**src/rtl/multi_alarm.sv**
```systemverilog
`default_nettype none
// ============================================================================
// Module   : multi_alarm
// Brief    : N-channel 12-hour alarm bank with ring/snooze/timeout controller.
// Revision : 1.0
// ============================================================================
module multi_alarm #(
    parameter  int N_ALARMS   = 4,
    parameter  int SNOOZE_MIN = 5,
    parameter  int RING_MIN   = 2,
    parameter  int MAX_SNOOZE = 3,
    localparam int ID_W       = (N_ALARMS > 1) ? $clog2(N_ALARMS) : 1
) (
    input  logic                CLK,
    input  logic                RST,
    input  logic                SET_MODE,
    input  logic [ID_W-1:0]     SEL,
    input  logic                SW_F1,
    input  logic                SW_F2,
    input  logic                SW_EN,
    input  logic                SW_SNOOZE,
    input  logic                SW_STOP,
    input  logic                MIN_TICK,
    input  logic                AMPM,
    input  logic [3:0]          HOUR,
    input  logic [2:0]          MINHIGH,
    input  logic [3:0]          MINLOW,
    output logic                ALM_AMPM,
    output logic [3:0]          ALM_HOUR,
    output logic [2:0]          ALM_MINHIGH,
    output logic [3:0]          ALM_MINLOW,
    output logic [N_ALARMS-1:0] ALM_EN,
    output logic                BEEP,
    output logic                SNOOZING,
    output logic [ID_W-1:0]     ACTIVE_ID
);

    localparam logic [5:0] C_RING_MIN   = 6'(RING_MIN);
    localparam logic [5:0] C_SNOOZE_MIN = 6'(SNOOZE_MIN);
    localparam logic [3:0] C_MAX_SNOOZE = 4'(MAX_SNOOZE);

    typedef enum logic [1:0] {
        S_IDLE   = 2'd0,
        S_RING   = 2'd1,
        S_SNOOZE = 2'd2
    } state_t;

    logic [N_ALARMS-1:0] alm_ampm;
    logic [3:0]          alm_hour    [N_ALARMS];
    logic [2:0]          alm_minhigh [N_ALARMS];
    logic [3:0]          alm_minlow  [N_ALARMS];
    logic [N_ALARMS-1:0] alm_en;
    logic [N_ALARMS-1:0] sel_hit;
    logic [N_ALARMS-1:0] match;
    logic [N_ALARMS-1:0] match_prev;
    logic [N_ALARMS-1:0] trig;
    logic                any_trig;
    logic [ID_W-1:0]     first_id;

    state_t     state;
    logic [5:0] ring_tmr;
    logic [5:0] snz_tmr;
    logic [3:0] snz_cnt;

    // Decoding SEL per channel keeps out-of-range SEL values from aliasing.
    always_comb begin
        for (int i = 0; i < N_ALARMS; i++) begin
            sel_hit[i] = (SEL == ID_W'(i));
        end
    end

    always_ff @(posedge CLK or negedge RST) begin
        if (!RST) begin
            alm_ampm <= '0;
            alm_en   <= '0;
            for (int i = 0; i < N_ALARMS; i++) begin
                alm_hour[i]    <= 4'd0;
                alm_minhigh[i] <= 3'd0;
                alm_minlow[i]  <= 4'd0;
            end
        end else if (SET_MODE) begin
            for (int i = 0; i < N_ALARMS; i++) begin
                if (sel_hit[i]) begin
                    if (SW_F1) begin
                        if (alm_hour[i] == 4'd11) begin
                            alm_hour[i] <= 4'd0;
                            alm_ampm[i] <= ~alm_ampm[i];
                        end else begin
                            alm_hour[i] <= alm_hour[i] + 4'd1;
                        end
                    end
                    if (SW_F2) begin
                        if (alm_minlow[i] == 4'd9) begin
                            alm_minlow[i]  <= 4'd0;
                            alm_minhigh[i] <= (alm_minhigh[i] == 3'd5) ? 3'd0
                                                                       : alm_minhigh[i] + 3'd1;
                        end else begin
                            alm_minlow[i] <= alm_minlow[i] + 4'd1;
                        end
                    end
                    if (SW_EN) begin
                        alm_en[i] <= ~alm_en[i];
                    end
                end
            end
        end
    end

    always_comb begin
        ALM_AMPM    = 1'b0;
        ALM_HOUR    = 4'd0;
        ALM_MINHIGH = 3'd0;
        ALM_MINLOW  = 4'd0;
        for (int i = 0; i < N_ALARMS; i++) begin
            if (sel_hit[i]) begin
                ALM_AMPM    = alm_ampm[i];
                ALM_HOUR    = alm_hour[i];
                ALM_MINHIGH = alm_minhigh[i];
                ALM_MINLOW  = alm_minlow[i];
            end
        end
    end

    assign ALM_EN = alm_en;

    generate
        for (genvar g = 0; g < N_ALARMS; g++) begin : g_match
            assign match[g] = alm_en[g] && (alm_ampm[g] == AMPM) && (alm_hour[g] == HOUR)
                              && (alm_minhigh[g] == MINHIGH) && (alm_minlow[g] == MINLOW);
        end
    endgenerate

    // Edge detection makes each alarm fire once per matching minute; setting
    // edits never fire because the trigger is masked while SET_MODE is high.
    assign trig     = match & ~match_prev & {N_ALARMS{~SET_MODE}};
    assign any_trig = |trig;

    always_comb begin
        first_id = '0;
        for (int i = N_ALARMS - 1; i >= 0; i--) begin
            if (trig[i]) begin
                first_id = ID_W'(i);
            end
        end
    end

    always_ff @(posedge CLK or negedge RST) begin
        if (!RST) begin
            match_prev <= '0;
        end else begin
            match_prev <= match;
        end
    end

    always_ff @(posedge CLK or negedge RST) begin
        if (!RST) begin
            state     <= S_IDLE;
            BEEP      <= 1'b0;
            SNOOZING  <= 1'b0;
            ACTIVE_ID <= '0;
            ring_tmr  <= 6'd0;
            snz_tmr   <= 6'd0;
            snz_cnt   <= 4'd0;
        end else begin
            case (state)
                S_IDLE: begin
                    if (any_trig) begin
                        state     <= S_RING;
                        BEEP      <= 1'b1;
                        SNOOZING  <= 1'b0;
                        ACTIVE_ID <= first_id;
                        ring_tmr  <= C_RING_MIN;
                        snz_cnt   <= 4'd0;
                    end
                end
                S_RING: begin
                    if (SET_MODE || SW_STOP) begin
                        state <= S_IDLE;
                        BEEP  <= 1'b0;
                    end else if (SW_SNOOZE) begin
                        if (snz_cnt < C_MAX_SNOOZE) begin
                            state    <= S_SNOOZE;
                            BEEP     <= 1'b0;
                            SNOOZING <= 1'b1;
                            snz_tmr  <= C_SNOOZE_MIN;
                            snz_cnt  <= snz_cnt + 4'd1;
                        end else begin
                            state <= S_IDLE;
                            BEEP  <= 1'b0;
                        end
                    end else if (MIN_TICK) begin
                        ring_tmr <= ring_tmr - 6'd1;
                        if (ring_tmr <= 6'd1) begin
                            state <= S_IDLE;
                            BEEP  <= 1'b0;
                        end
                    end
                end
                S_SNOOZE: begin
                    if (SET_MODE || SW_STOP) begin
                        state    <= S_IDLE;
                        SNOOZING <= 1'b0;
                    end else if (MIN_TICK && (snz_tmr <= 6'd1)) begin
                        state    <= S_RING;
                        BEEP     <= 1'b1;
                        SNOOZING <= 1'b0;
                        snz_tmr  <= 6'd0;
                        ring_tmr <= C_RING_MIN;
                    end else if (any_trig) begin
                        state     <= S_RING;
                        BEEP      <= 1'b1;
                        SNOOZING  <= 1'b0;
                        ACTIVE_ID <= first_id;
                        ring_tmr  <= C_RING_MIN;
                        snz_cnt   <= 4'd0;
                    end else if (MIN_TICK) begin
                        snz_tmr <= snz_tmr - 6'd1;
                    end
                end
                default: begin
                    state    <= S_IDLE;
                    BEEP     <= 1'b0;
                    SNOOZING <= 1'b0;
                end
            endcase
        end
    end

endmodule
`default_nettype wire

```
**config.mk**
```make
export PLATFORM = sky130hd
export DESIGN_NAME = multi_alarm
export DESIGN_NICKNAME = d
export VERILOG_FILES = /design/src/rtl/multi_alarm.sv
export SDC_FILE = /design/constraint.sdc
export NUM_CORES = 1
export LEC_CHECK = 0
export ABC_AREA = 1
export BUFFER_PORTS_ARGS = -buffer_cell sky130_fd_sc_hd__buf_2
export CORE_MARGIN = 2
export CORE_UTILIZATION = 61
export DETAILED_ROUTE_END_ITERATION = 8
export PLACE_DENSITY = 0.81
export SETUP_SLACK_MARGIN = 0.05
export SYNTH_ARGS = -nofsm -noshare
export SYNTH_HDL_FRONTEND = slang
export SYNTH_SLANG_ARGS = --single-unit
```
**constraint.sdc**
```tcl
create_clock -name CLK -period 2.3 [get_ports CLK]
set_clock_uncertainty 0.1 [all_clocks]
set_input_delay 0.46 -clock CLK [delete_from_list [all_inputs] [get_ports CLK]]
set_output_delay 0.46 -clock CLK [all_outputs]
set_load 0.005 [all_outputs]
```
After elaboration in Yosys (flattened, before gate mapping)
Index checks and enable logic that the tools add are counted.

Mux-type cells: 82. Bitwise logic cells: 12. Equality and inequality tests: 44. $lt $le $gt $ge: 3. Add/subtract/negate cells: 15. Reductions and logical operators: 51.

Operators with widths (number): 4-bit two-way mux (22); 6-bit two-way mux (13); 3-bit AND reduction (15); 4-bit by 1-bit adder with 4-bit output (second input constant) (9); 4-bit equality test (8); 4-bit equality test (second input constant) (8); 4-bit AND reduction (8); 2-bit two-way mux (15); 3-bit two-way mux (8); 6-bit case mux with 3 select lines (1); 1-bit logical AND (17); 1-bit two-way mux (17); 2-bit != test (second input constant) (7); 3-bit by 1-bit adder with 3-bit output (second input constant) (4); 3-bit equality test (4); 3-bit equality test (second input constant) (4); 6-bit by 1-bit less-or-equal comparator with 1-bit output (second input constant) (2); 4-bit case mux with 3 select lines (1); 6-bit case mux with 2 select lines (1); 6-bit by 1-bit subtractor with 6-bit output (second input constant) (2); 1-bit inverter (9); 4-bit AND (2); 4-bit != test (second input constant) (2); 7-bit AND reduction (1); other kinds (17) (27).

Bits of input ports: 23. Flip-flop bits (word level): 78. Output and inout bits: 20. Logic and storage cells: 235.

Logic depth before layout (Yosys ltp)
Depth in word-level cells: 15. Gate-level depth with buffers: 14. Mapped depth without buffers: 14.

Worst setup path before layout
No wires, ideal clock.

Kind: register -> register. Start point: register state[0]. End point: register snz_tmr[2]. Arrival time: 1669 ps. Required time: 2083 ps. Setup time: 117 ps. Cell stages (with the launch flop): 9. Slack: 414 ps. Cells stage by stage: dfrtp_1 > inv_1 > ha_1 > buf_2 > nor2_1 > a2111oi_4 > nand2_4 > nand2_1 > nand2_1.

Longest elaborated chain between the ends: 3. Elaborated cells on any way between the ends: 11. Those cells by class: eq/ne (8); mux (1); reduce/logical (2).

RTL lines: start: declaration (line 60) `state_t state;`; start signal: assignment (line 157) `state <= S_IDLE;`; start signal: assignment (line 168) `state <= S_RING;`; start signal: assignment (line 178) `state <= S_IDLE;`; 2-bit equality test / 2-bit by 1-bit equality test with 1-bit output (equally long branches) (line 165) `case (state)`; 3-bit != test (no line), or another cell as far along; 7-bit AND reduction (no line); end signal: assignment (line 217) `snz_tmr <= snz_tmr - 6'd1;`; end: declaration (line 62) `logic [5:0] snz_tmr;`.

Parallel ways exist; a longest one is shown, timed or not. A chain may end at the register's enable or synchronous reset.

Worst setup path after layout
Start point: input port SEL[0]. End point: output port ALM_MINLOW[3].

Longest elaborated chain between the ends: 5. Elaborated cells on any way between the ends: 8. Those cells by class: eq/ne (3); mux (4); reduce/logical (1).

RTL lines: start: declaration (line 17) `input logic [ID_W-1:0] SEL,`; 2-bit logical NOT (line 68) `sel_hit[i] = (SEL == ID_W'(i));`; 4-bit two-way mux (3 in series) (line 115) `if (sel_hit[i]) begin`; 4-bit two-way mux * (line 115); end: declaration (line 31) `output logic [3:0] ALM_MINLOW,`.

Every way passes the cells marked *; elsewhere a longest branch is shown, timed or not.

==> results.sh <==
export IMPL_cp_start_kind="primary input"
export IMPL_drt_initial_drc_count=599
export IMPL_root_buffer="clkbuf_8"
export IMPL_finish_utilization=0.694
export IMPL_ant_nets=0
export IMPL_vias=5630
export IMPL_p_seq_frac=0.405
export IMPL_crit_buf_inv=3
export IMPL_hold_end="snz_cnt[1]$_DFFE_PN0P_"
export IMPL_rr_startpoint="state[0]$_DFFE_PN0P_"
export IMPL_rr_endpoint="ring_tmr[4]$_DFFE_PN0P_"
export IMPL_ys_warn_count=0
export IMPL_crit_fanout=12
export IMPL_antenna_cells=0
export IMPL_min_period_ps=2180
export IMPL_cp_slowest_stage_delay_ps=340
export IMPL_globalplace_congestion=1.09
export IMPL_fin_nets=918
export IMPL_core_region_area_sq_um=8640
export IMPL_swShare=0.445
export IMPL_drive_gt1_frac=0.107
export IMPL_cts_tree="yes"
export IMPL_switchingPower_uw=2470
export IMPL_period_share=0.950
export IMPL_ir_worst_vdd_mv=0.506
export IMPL_cts_buffers=9
export IMPL_p_int_uw=3090
export IMPL_die_h_microns=97.8
export IMPL_grt_pass1_wl_microns=25000
export IMPL_grt_pass1_vias=5229
export IMPL_clk_path_buf_depth=2
export IMPL_overflow=0
export IMPL_arrival_ps=1620
export IMPL_initial_utilization=0.622
export IMPL_design_portCount=43
export IMPL_hpwl_microns=12200
export IMPL_crit_path_cell_trace="buf_2 -> nor2_1 -> inv_1 -> o22ai_1 -> a21oi_1 -> o21ai_0 -> buf_2"
export IMPL_cp_end_kind="primary output"
export IMPL_wl_per_cell_microns=15.4
export IMPL_netlist_instances=824
export IMPL_drc=0
export IMPL_grt_max_degree=42
export IMPL_ys_ff_latch=78
export IMPL_maxSlewHeadroom=0.659
export IMPL_reg2reg_slack_ps=140
export IMPL_avgViaCountPerCell=5.66
export IMPL_finalSetupTns_ps=0
export IMPL_clkPwrFrac=0.192
export IMPL_worst_path_most_repeated_cell="buf_2"
export IMPL_h_tree_depth=3
export IMPL_hold_path_cell_count=2
export IMPL_area_growth_pct=11.6
export IMPL_die_w_microns=97.8
export IMPL_p_leak_uw=0.00321
export IMPL_worst_pin_slew_ps=512
export IMPL_crit_path_top_delay_cell="inv_1"
export IMPL_r2r_cells=9
export IMPL_crit_type="in -> out"
export IMPL_grt_total_usage=0.326
export IMPL_clock_latency_ps=370
export IMPL_drv_cap=0
export IMPL_antenna_found_initial=0
export IMPL_hp_start="snz_cnt[1]$_DFFE_PN0P_"
export IMPL_avgSynthCellArea_sq_um=6.52
export IMPL_clk_pin_slew_ps=80
export IMPL_finalMaxSlewViolations=0
export IMPL_dr_pass1_iters=5
export IMPL_port_buffers=42
export IMPL_power_density_nw_per_um2=928
export IMPL_num_rows=34
export IMPL_nFillCells=770
export IMPL_critPathRequiredTime_ps=1740
export IMPL_wl_microns=15300
export IMPL_yosysSeqAreaShare=0.363
export IMPL_fmax_mhz=458
export IMPL_finalHoldViolations=0
export IMPL_cp_top_family="buffers and inverters"
export IMPL_rsz0062_at_grt="yes"
export IMPL_syn_num_nets=860
export IMPL_status="finished clean"
export IMPL_clock_sinks=78
export IMPL_dieArea_sq_um=9570
export IMPL_netlist_area_sq_um=5370
export IMPL_setup_violations=0
export IMPL_hold_path_class="reg -> reg"
export IMPL_p_comb_frac=0.402
export IMPL_synth_distinct_cells=41
==> worst min-delay path, stage by stage, from the launching register on <==
cell,delay (ps)
dfrtp_1,350
nand2_1,60
nand2_1,50
==> area by class of cell <==
class,count,area [sq um],share of cell area
well taps,108,135,0.0226
inverters,112,422,0.0704
multi-input cells,628,2970,0.496
clock buffers,10,128,0.0213
flip-flops and latches,78,1950,0.326
repair buffers,53,310,0.0518
clock inverters,6,70.1,0.0117
==> power groups by stage <==
stage               sequential [uW]  clock (uW)  combinational (uW)
floorplan                      2110           0                1570
finish                         2250        1070                2240
global placement               2260           0                2130
CTS                            2230        1080                2200
global route                   2300        1140                2520
detailed placement             2250           0                2190
==> routing by layer <==
layer	vias up	track usage	part of all wire
met1	2566	0.434	0.42
met3	59	0.0444	0.071
li1	2728	-	-
met5	-	0	0
met2	277	0.535	0.47
met4	0	0.140	0.043
==> cells in the mapped netlist (all sizes together) <==
cell	count	share of area
nand2	268	0.19
o41ai	1	0.0016
clkinv	2	0.0016
o21a	1	0.0014
nor3b	1	0.0014
o2bb2ai	1	0.0016
nor2	145	0.10
o2111ai	3	0.0049
nand3	38	0.035
nor2b	1	0.0012
nand4	10	0.012
a2111oi	1	0.0051
nand3b	4	0.0056
and2	1	0.0012
o31ai	2	0.0028
dfrtp	78	0.36
o21ai	43	0.040
inv	110	0.077
a31oi	2	0.0023
nor3	25	0.023
a21oi	22	0.021
nor4	3	0.0035
o211ai	1	0.0014
xor2	17	0.028
o22ai	12	0.014
or2	1	0.0016
a21boi	1	0.0014
a21o	1	0.0014
a311oi	1	0.0016
a221oi	2	0.0033
buf	3	0.0040
xnor2	7	0.011
clkbuf	3	0.0021
ha	13	0.030
==> worst max path at each step <==
stage / start / endpoint / depth (start not counted)
2_1_floorplan: state[0]$_DFFE_PN0P_ / snz_tmr[2]$_DFFE_PN0P_ / 8
3_3_place_gp: SEL[1] / ALM_MINLOW[2] / 8
3_5_place_dp: SEL[1] / ALM_MINLOW[3] / 8
4_1_cts: SEL[1] / ALM_MINLOW[3] / 8
5_1_grt: state[0]$_DFFE_PN0P_ / ring_tmr[5]$_DFFE_PN0P_ / 9
6_report: SEL[0] / ALM_MINLOW[3] / 7
==> flip-flops by register name, summed over array words and instances, names as in the netlist <==
name         count
ring_tmr         6
state            2
SNOOZING         1
snz_cnt          4
alm_minhigh     12
ACTIVE_ID        2
alm_hour        16
match_prev       4
alm_minlow      16
BEEP             1
alm_ampm         4
snz_tmr          6
ALM_EN           4
==> per-stage QoR <==
stage	hold WS, ps	setup slack [ps]	std cells	cell area [sq um]	total power [uW]
floorplan	64.4	414	824	5370	3680
global placement	354	165	977	5770	4390
detailed placement	366	101	977	5770	4440
CTS	386	102	994	5970	5510
global route	432	34.7	995	5990	5960
finish	391	116	995	5990	5560
==> repair_timing <==
item	in CTS	in global routing
hold buffers	1	0
resized for setup	0	3
endpoints found under the setup margin	0	14
setup buffers	0	1
endpoints found under the hold margin	37	0
==> cells by family after synthesis <==
family                     Yosys count  share of synthesized area
buffers and inverters              118                     0.0846
xor gates and xnor gates            24                     0.0391
DFF                                 78                      0.363
and+or+nand+nor                    497                      0.379
adders and majority gates           13                     0.0303
AOI/OAI and AO/OA                   94                      0.103
==> cell usage in the layout, fill, tap and decap left out, types with 2 or more instances in the layout <==
cell and instances:
a21oi_1 22, a221oi_1 2, a31oi_1 2, buf_2 41
buf_4 10, clkbuf_8 9, clkinvlp_4 3, dfrtp_1 78
ha_1 13, inv_1 98, inv_2 12, inv_6 2
nand2_1 261, nand2_2 6, nand3_1 38, nand3b_1 4
nand4_1 10, nor2_1 140, nor2_2 5, nor3_1 25
nor4_1 3, o2111ai_1 3, o21ai_0 36, o21ai_1 7
o22ai_1 12, o31ai_1 2, xnor2_1 7, xor2_1 17
Note: power is estimated with default switching activity, not from simulation.
